### config.mk
export PLATFORM = sky130hd
export DESIGN_NAME = mem_ctrl_flat
export DESIGN_NICKNAME = d
export VERILOG_FILES = /design/src/rtl/mem_ctrl_if.sv /design/src/rtl/mem_ctrl.sv /design/src/flat_wrapper.sv
export SDC_FILE = /design/constraint.sdc
export NUM_CORES = 1
export LEC_CHECK = 0
export CAP_MARGIN = 20
export CORE_AREA = 2 2 108 136
export CTS_CLUSTER_DIAMETER = 30
export CTS_CLUSTER_SIZE = 10
export DETAILED_ROUTE_END_ITERATION = 12
export DIE_AREA = 0 0 110 138
export GPL_TIMING_DRIVEN = 0
export PLACE_DENSITY = 0.89
export SYNTH_ARGS = -nofsm -noshare
export SYNTH_HDL_FRONTEND = slang
export SYNTH_SLANG_ARGS = --single-unit
### constraint.sdc
create_clock -name clk -period 4.5 [get_ports clk]
set_clock_uncertainty 0.2 [all_clocks]
set_input_delay 0.675 -clock clk [delete_from_list [all_inputs] [get_ports clk]]
set_output_delay 0.675 -clock clk [all_outputs]
set_load 0.005 [all_outputs]
### src/rtl/mem_ctrl_if.sv
// Pipeline/RAM-facing bus of the byte-serial memory controller.
// The controller uses the slave modport; the environment (stages, RAM, stall controller) uses master.
interface mem_ctrl_if;
  logic        if_req;
  logic [31:0] if_addr;
  logic        if_done;
  logic [31:0] if_inst;

  logic        mem_req;
  logic        mem_we;
  logic [1:0]  mem_len;
  logic [31:0] mem_addr;
  logic [31:0] mem_wdata;
  logic        mem_done;
  logic [31:0] mem_rdata;

  logic [7:0]  ram_din;
  logic [7:0]  ram_dout;
  logic [31:0] ram_a;
  logic        ram_wr;

  logic        stallreq_if;
  logic        stallreq_mem;

  modport slave (
    input  if_req, if_addr, mem_req, mem_we, mem_len, mem_addr, mem_wdata, ram_din,
    output if_done, if_inst, mem_done, mem_rdata, ram_dout, ram_a, ram_wr,
           stallreq_if, stallreq_mem
  );

  modport master (
    output if_req, if_addr, mem_req, mem_we, mem_len, mem_addr, mem_wdata, ram_din,
    input  if_done, if_inst, mem_done, mem_rdata, ram_dout, ram_a, ram_wr,
           stallreq_if, stallreq_mem
  );
endinterface

### src/rtl/mem_ctrl.sv
// Byte-serial memory controller: arbitrates IF fetches and MEM loads/stores onto the 8-bit RAM bus.
// Optional feature: define IO_FULL_WAIT_EN to hold IO-window stores while the UART buffer is full.
module mem_ctrl (
  input  logic       clk,
  input  logic       rst,
  input  logic       rdy,
  input  logic       io_buffer_full,
  mem_ctrl_if.slave  bus
);

  typedef enum logic [1:0] {IDLE, READ, WRITE, DONE} state_e;
  typedef enum logic {OWN_IF, OWN_MEM} owner_e;

  state_e      state_q, state_d;
  owner_e      owner_q, owner_d;
  logic [2:0]  cnt_q, cnt_d;
  logic [1:0]  len_q, len_d;
  logic [31:0] addr_q, addr_d;
  logic [31:0] wdata_q, wdata_d;
  logic [31:0] data_q, data_d;

  logic [2:0]  len_ext;
  logic [7:0]  wbyte;
  logic        io_wait;
  logic        if_done_c, mem_done_c;
  logic [31:0] ram_a_c;
  logic [7:0]  ram_dout_c;
  logic        ram_wr_c;

  assign len_ext = {1'b0, len_q};

`ifdef IO_FULL_WAIT_EN
  assign io_wait = bus.mem_req & bus.mem_we & (bus.mem_addr[17:16] == 2'b11) & io_buffer_full;
`else
  logic unused_io_buffer_full;
  assign unused_io_buffer_full = io_buffer_full;
  assign io_wait = 1'b0;
`endif

  always_comb begin
    wbyte = 8'h00;
    case (cnt_q[1:0])
      2'd0: wbyte = wdata_q[7:0];
      2'd1: wbyte = wdata_q[15:8];
      2'd2: wbyte = wdata_q[23:16];
      2'd3: wbyte = wdata_q[31:24];
      default: wbyte = 8'h00;
    endcase
  end

  // NOTE: every variable written here gets its default first, so no path leaves it unassigned (no latch).
  always_comb begin
    state_d = state_q;
    owner_d = owner_q;
    cnt_d   = cnt_q;
    len_d   = len_q;
    addr_d  = addr_q;
    wdata_d = wdata_q;
    data_d  = data_q;
    case (state_q)
      IDLE: begin
        if (bus.mem_req && !io_wait) begin
          owner_d = OWN_MEM;
          addr_d  = bus.mem_addr;
          wdata_d = bus.mem_wdata;
          len_d   = (bus.mem_len == 2'd2) ? 2'd3 : bus.mem_len;
          cnt_d   = 3'd0;
          data_d  = 32'h0;
          state_d = bus.mem_we ? WRITE : READ;
        end else if (bus.if_req && !bus.mem_req) begin
          owner_d = OWN_IF;
          addr_d  = bus.if_addr;
          len_d   = 2'd3;
          cnt_d   = 3'd0;
          data_d  = 32'h0;
          state_d = READ;
        end
      end
      READ: begin
        // ram_din carries the byte addressed in the previous cycle, i.e. byte cnt-1.
        case (cnt_q)
          3'd1: data_d[7:0]   = bus.ram_din;
          3'd2: data_d[15:8]  = bus.ram_din;
          3'd3: data_d[23:16] = bus.ram_din;
          3'd4: data_d[31:24] = bus.ram_din;
          default: ;
        endcase
        if (cnt_q == len_ext + 3'd1) state_d = DONE;
        else                         cnt_d   = cnt_q + 3'd1;
      end
      WRITE: begin
        if (cnt_q == len_ext) state_d = DONE;
        else                  cnt_d   = cnt_q + 3'd1;
      end
      DONE:    state_d = IDLE;
      default: state_d = IDLE;
    endcase
  end

  // While frozen, keep re-addressing the byte in flight so ram_din holds it when rdy returns.
  always_comb begin
    ram_a_c    = 32'h0;
    ram_dout_c = 8'h00;
    ram_wr_c   = 1'b0;
    case (state_q)
      READ: begin
        if (!rdy && cnt_q != 3'd0)  ram_a_c = addr_q + {29'd0, cnt_q - 3'd1};
        else if (cnt_q <= len_ext)  ram_a_c = addr_q + {29'd0, cnt_q};
      end
      WRITE: begin
        ram_a_c    = addr_q + {29'd0, cnt_q};
        ram_dout_c = wbyte;
        ram_wr_c   = rdy;
      end
      default: ;
    endcase
  end

  assign if_done_c  = rdy & (state_q == DONE) & (owner_q == OWN_IF);
  assign mem_done_c = rdy & (state_q == DONE) & (owner_q == OWN_MEM);

  assign bus.if_done      = if_done_c;
  assign bus.mem_done     = mem_done_c;
  assign bus.if_inst      = data_q;
  assign bus.mem_rdata    = data_q;
  assign bus.ram_a        = ram_a_c;
  assign bus.ram_dout     = ram_dout_c;
  assign bus.ram_wr       = ram_wr_c;
  assign bus.stallreq_if  = bus.if_req & ~if_done_c;
  assign bus.stallreq_mem = bus.mem_req & ~mem_done_c;

  // NOTE: non-blocking assignments for all state so every flop samples pre-edge values.
  always_ff @(posedge clk) begin
    if (rst) begin
      // NOTE: datapath registers are reset too, since data_q drives if_inst/mem_rdata directly.
      state_q <= IDLE;
      owner_q <= OWN_IF;
      cnt_q   <= 3'd0;
      len_q   <= 2'd0;
      addr_q  <= 32'h0;
      wdata_q <= 32'h0;
      data_q  <= 32'h0;
    end else if (rdy) begin
      state_q <= state_d;
      owner_q <= owner_d;
      cnt_q   <= cnt_d;
      len_q   <= len_d;
      addr_q  <= addr_d;
      wdata_q <= wdata_d;
      data_q  <= data_d;
    end
  end

endmodule

### src/flat_wrapper.sv
// flat-port wrapper written by rule: the top's interface ports become plain ports
module mem_ctrl_flat 
  (clk, rst, rdy, io_buffer_full, bus_if_req, bus_if_addr, bus_mem_req, bus_mem_we, bus_mem_len, bus_mem_addr, bus_mem_wdata, bus_ram_din, bus_if_done, bus_if_inst, bus_mem_done, bus_mem_rdata, bus_ram_dout, bus_ram_a, bus_ram_wr, bus_stallreq_if, bus_stallreq_mem);
  mem_ctrl_if bus_i ();
  input  logic clk;
  input  logic rst;
  input  logic rdy;
  input  logic io_buffer_full;
  input wire logic [$bits(bus_i.if_req)-1:0] bus_if_req;
  input wire logic [$bits(bus_i.if_addr)-1:0] bus_if_addr;
  input wire logic [$bits(bus_i.mem_req)-1:0] bus_mem_req;
  input wire logic [$bits(bus_i.mem_we)-1:0] bus_mem_we;
  input wire logic [$bits(bus_i.mem_len)-1:0] bus_mem_len;
  input wire logic [$bits(bus_i.mem_addr)-1:0] bus_mem_addr;
  input wire logic [$bits(bus_i.mem_wdata)-1:0] bus_mem_wdata;
  input wire logic [$bits(bus_i.ram_din)-1:0] bus_ram_din;
  output wire logic [$bits(bus_i.if_done)-1:0] bus_if_done;
  output wire logic [$bits(bus_i.if_inst)-1:0] bus_if_inst;
  output wire logic [$bits(bus_i.mem_done)-1:0] bus_mem_done;
  output wire logic [$bits(bus_i.mem_rdata)-1:0] bus_mem_rdata;
  output wire logic [$bits(bus_i.ram_dout)-1:0] bus_ram_dout;
  output wire logic [$bits(bus_i.ram_a)-1:0] bus_ram_a;
  output wire logic [$bits(bus_i.ram_wr)-1:0] bus_ram_wr;
  output wire logic [$bits(bus_i.stallreq_if)-1:0] bus_stallreq_if;
  output wire logic [$bits(bus_i.stallreq_mem)-1:0] bus_stallreq_mem;
  assign bus_i.if_req = bus_if_req;
  assign bus_i.if_addr = bus_if_addr;
  assign bus_i.mem_req = bus_mem_req;
  assign bus_i.mem_we = bus_mem_we;
  assign bus_i.mem_len = bus_mem_len;
  assign bus_i.mem_addr = bus_mem_addr;
  assign bus_i.mem_wdata = bus_mem_wdata;
  assign bus_i.ram_din = bus_ram_din;
  assign bus_if_done = bus_i.if_done;
  assign bus_if_inst = bus_i.if_inst;
  assign bus_mem_done = bus_i.mem_done;
  assign bus_mem_rdata = bus_i.mem_rdata;
  assign bus_ram_dout = bus_i.ram_dout;
  assign bus_ram_a = bus_i.ram_a;
  assign bus_ram_wr = bus_i.ram_wr;
  assign bus_stallreq_if = bus_i.stallreq_if;
  assign bus_stallreq_mem = bus_i.stallreq_mem;
  mem_ctrl u_core (.clk(clk), .rst(rst), .rdy(rdy), .io_buffer_full(io_buffer_full), .bus(bus_i));
endmodule
Word level (Yosys, flattened, before mapping):

Cells that the tools add are included.

* $add $sub $neg: 5
* $mul: 0
* divide/modulo/power cells: 0
* $lt $le $gt $ge: 1
* equal/unequal tests: 22
* shift operators: 0
* mux-type cells: 31
* bitwise logic cells: 8
* reductions and logical operators: 18

Operator list (count)
* 32-bit 2-to-1 mux: 6
* 32-bit case mux with 2 select lines: 2
* 32-bit by 3-bit adder with 32-bit output: 2
* 8-bit 2-to-1 mux: 5
* 8-bit case mux with 4 select lines: 1
* 4-bit AND reduction: 5
* 2-bit 2-to-1 mux: 8
* 3-bit 2-to-1 mux: 4
* 2-bit != test, second input constant: 6
* 2-bit == test, second input constant: 5
* 3-bit case mux with 3 select lines: 1
* 2-bit case mux with 4 select lines: 1
* 3-bit by 2-bit == test with 1-bit output, second input constant: 2
* 3-bit AND reduction: 2
* 3-bit nonzero test: 2
* 1-bit AND: 5
* 5-bit AND reduction: 1
* 2-bit by 1-bit == test with 1-bit output, second input constant: 2
* 2-bit zero test: 2
* 2-bit by 1-bit != test with 1-bit output, second input constant: 2
* 2-bit nonzero test: 2
* 2-bit by 1-bit adder with 3-bit output, second input constant: 1
* 3-bit by 1-bit adder with 3-bit output, second input constant: 1
* 3-bit by 1-bit == test with 1-bit output, second input constant: 1
* other kinds (10): 16

* register bits: 104
* latch bits: 0
* bits in writable memories: 0
* ROM bits: 0
* input bits: 113
* logic and storage cells: 95
* memories kept: 0

Logic depth before layout (Yosys ltp):

* depth after elaboration: 5
* gate-level depth with buffers: 12
* depth with buffers taken out: 10

Worst setup path before layout:

OpenSTA, ideal clock, no wires.

* path kind: register to output
* start point: register u_core.cnt_q[1]
* end point: output bus_ram_a[20]
* data arrival time: 2970 ps
* setup slack: 655 ps
* stages on the path, launching flop included: 13
* path buffers: 2
* cell sequence: dfxtp_1 inv_1 ha_1 clkbuf_1 clkbuf_1 xor2_1 ha_1 nor2b_1 o21ai_0 or3_1 o22ai_1 or4b_1 o21ai_0

* word-level cells in the longest chain between the ends: 4
* elaborated cells between the ends (all ways): 9
* classes of those cells: add/sub: 3; order compare: 1; mux: 3; reduce/logical: 2

RTL lines
* start, declared: RTL line mem_ctrl.sv:16 `logic [2:0] cnt_q, cnt_d;`
* start signal, assigned: RTL line mem_ctrl.sv:146 `cnt_q <= cnt_d;`
* 3-bit by 1-bit subtractor with 3-bit output (tied with other cells): RTL line mem_ctrl.sv:107 `if (!rdy && cnt_q != 3'd0) ram_a_c = addr_q + {29'd0, cnt_q - 3'd1};`
* 32-bit by 3-bit adder with 32-bit output (tied with other cells): RTL line mem_ctrl.sv:107
* 32-bit 2-to-1 mux: RTL line mem_ctrl.sv:107
* 32-bit case mux with 2 select lines (*): RTL line mem_ctrl.sv:105 `case (state_q)`
* end, declared: RTL line flat_wrapper.sv:22 `output wire logic [$bits(bus_i.ram_a)-1:0] bus_ram_a;`

Mark *: on every way between the ends. The rest lies on a longest branch, timed or not.

Worst setup path after layout:

* start point: register u_core.cnt_q[0]
* end point: output bus_ram_a[29]

Same word-level chain as after synthesis.

==> qor.csv <==
metric,value,unit
fmax,225.0,MHz
footprint of the multi-input gates,3799,µm²
Fin. Hold Viols,0,
Hold WS,259.8,ps
relative slew slack,52.02,%
sequential area share after synthesis,33.09,%
Power Dens Cells,308.0,nW/µm²
Core ar.,14040,µm²
Die W,110,µm
worst path required time,3620,ps
critical path launch point type,register,
Setup Viol. Count Final,0,
most frequent cells in the layout,"215 x clkdlybuf4s50_1, 118 x nor2_1, 107 x nand2_1, 102 x dfxtp_1, 82 x a21oi_1",
Post-Synth Simple-Gate Area,21.56,%
# hold bufs at CTS,0,
gpl congestion,0.9492,
H-tree depth,3,
Synth Area in Adders,4.813,%
Fill cells,1178,
PortBufs,217,
post-layout net count,1184,
"Max FO, Critical Path",10,
DR vias,7001,
Post-Syn Nets,952,
Iter 0 DRT Violations,528,
fin worst setup slack,55.71,ps
CTS tree,yes,
Ant. Diodes,0,
fin crit share,98.76,%
initial antenna violation count,0,
share of cells above drive strength 1,9.212,%
largest net degree at the start of global routing,22,
ys flop type,dfxtp_1,
cts bufs inserted,9,
Post-synth EDFFs,0,
Max Cap Viol,0,
"commonest non-fill, non-tap cell in the layout",clkdlybuf4s50_1,
max-slew violation count,0,
First-pass DRT Iterations,6,
crit path kind,register to output port,
"Reg clk slew, reported paths",80,ps
Yosys cell types,61,
post-synthesis mux area share,11.00,%
DRC,0,
leakage,0.003409,µW
floorplan row count,49,
hold crit path type,register to register,
I/O pins,222,
R2R setup slack,1820,ps
area grow syn2layout,45.37,%
Synth Area per Inst,7.710,µm²
asr flop ratio synth,0,%
main combinational cell family by area after synthesis,simple AND/OR/NAND/NOR gates,
post-route ant nets,0,
CTS sink cnt,104,
Initial Util,44.81,%
drt wl/cell,17.26,µm
Final Critical Period,4444,ps
clk buf depth,2,
#FFs+latches synth,104,
Critical Path End Type,output port,
RSZ-0062 raised after global routing,true,
xor/xnor share of the synthesized area,0.6961,%
global route overflow,0,
vias in the first global route,6752,
WL final,21.25,mm
Worst EP arrival,3570,ps
area of the die,15180,µm²
Netlist Area Pre-Place,6291,µm²
clk root buf,clkbuf_16,
Register Area,2090,µm²
Post-Place Setup Slack,-514.7,ps
run status,completed,
Die H,138,µm
first-pass GRT wire length,33.07,mm
Tot GR Track Use,27.28,%
VDD IR-drop max,0.0002391,V
Post-Syn Instances,816,
clk_lat worst skew,360,ps
Ys Warns,0,
measured slew at the worst slew-check pin,719.7,ps
vias per inst,5.687,
Final HPWL DP,15.87,mm
area fraction in compound gates after synthesis,20.86,%
## path summary, 6_finish.rpt
check	start	endpoint	cells past startpoint
max	u_core.cnt_q[0]	bus_ram_a[29]	11
min	u_core.wdata_q[30]	u_core.wdata_q[30]	2
max reg2reg	u_core.state_q[0]	u_core.bus.if_inst[31]	7
min reg2reg	u_core.wdata_q[30]	u_core.wdata_q[30]	2
## final cells by class
type | count | area share, %
buffer | 81 | 4.802
clock buffer | 9 | 2.463
clock inverter | 7 | 0.9440
inverter | 16 | 0.6978
multi-input combinational | 613 | 41.54
sequential | 104 | 22.85
tap | 178 | 2.435
timing repair buffer | 223 | 24.27
## where the power goes
part / internal [µW] / switching, µW / total [µW]
clock: 398 / 412 / 811
combinational: 407 / 508 / 915
sequential: 999 / 91.7 / 1090
total: 1800 / 1010 / 2820
## flip-flops by register name, summed over array words and instances (netlist names)
name                count
u_core.addr_q          32
u_core.bus.if_inst     32
u_core.cnt_q            3
u_core.len_q            2
u_core.owner_q          1
u_core.state_q          2
u_core.wdata_q         32
## metal layers
layer | vias to the layer above | routed length, µm | global-route usage [%]
li1 | 3336 | - | -
met1 | 3226 | 8076 | 32.38
met2 | 370 | 10670 | 47.27
met3 | 69 | 1748 | 4.290
met4 | 0 | 762 | 12.39
met5 | - | 0 | 0
## cells in the mapped netlist (all sizes together) (4+ instances only)
library cell,number,area share (%)
a31oi,9,0.89
a21oi,86,7.1
a211oi,42,5.0
buf,41,4.5
nand3,17,1.4
dfxtp,104,33
nand4,7,0.80
inv,15,0.89
o21ai,28,2.2
and4,4,0.56
or3,4,0.40
and2,14,1.4
nor2b,4,0.40
xor2,4,0.56
o22ai,11,1.1
clkbuf,42,2.5
nor2,119,7.1
nor3,11,0.88
a222oi,8,1.3
or2,4,0.40
nand2,108,6.4
ha,21,4.2
and3,4,0.42
mux2i,68,11
o211ai,4,0.48
## timing repair
| item | 4_1_cts | 5_1_grt |
|---|---|---|
| setup endpoints to repair | 27 | 21 |
| gates resized for setup | 18 | 15 |
| setup buffers | 1 | 4 |
| pin swaps | 2 | 2 |
## cell families after synthesis
group / Yosys count
fa+ha+maj: 23
flops: 104
mux: 69
xor+xnor: 5
compound gates: 209
simple gates: 307
buf+inv: 99
## worst max-delay path, cell delays in order (launching register included)
cell and delay (ps):
dfxtp_4 390, inv_2 80, ha_4 200, clkbuf_4 190, xor2_1 160, ha_1 340, nand3_1 110, nand2_1 150
a32oi_1 210, or4_1 570, a31oi_1 270, clkdlybuf4s50_1 560
## stage by stage
stage               utilization (%)  area (µm²)  TNS, ps  instances  power (µW)
floorplan                         -        6291        0        816        1608
global placement              61.87        8686    -3175       1211        1956
detailed placement            61.90        8691    -3558       1212        1978
CTS                           64.58        9066        0       1228        2783
global route                  65.14        9145   -82.83       1231        2946
finish                        65.14        9145        0       1231        2817
Note: power is estimated with default switching activity, not from simulation.
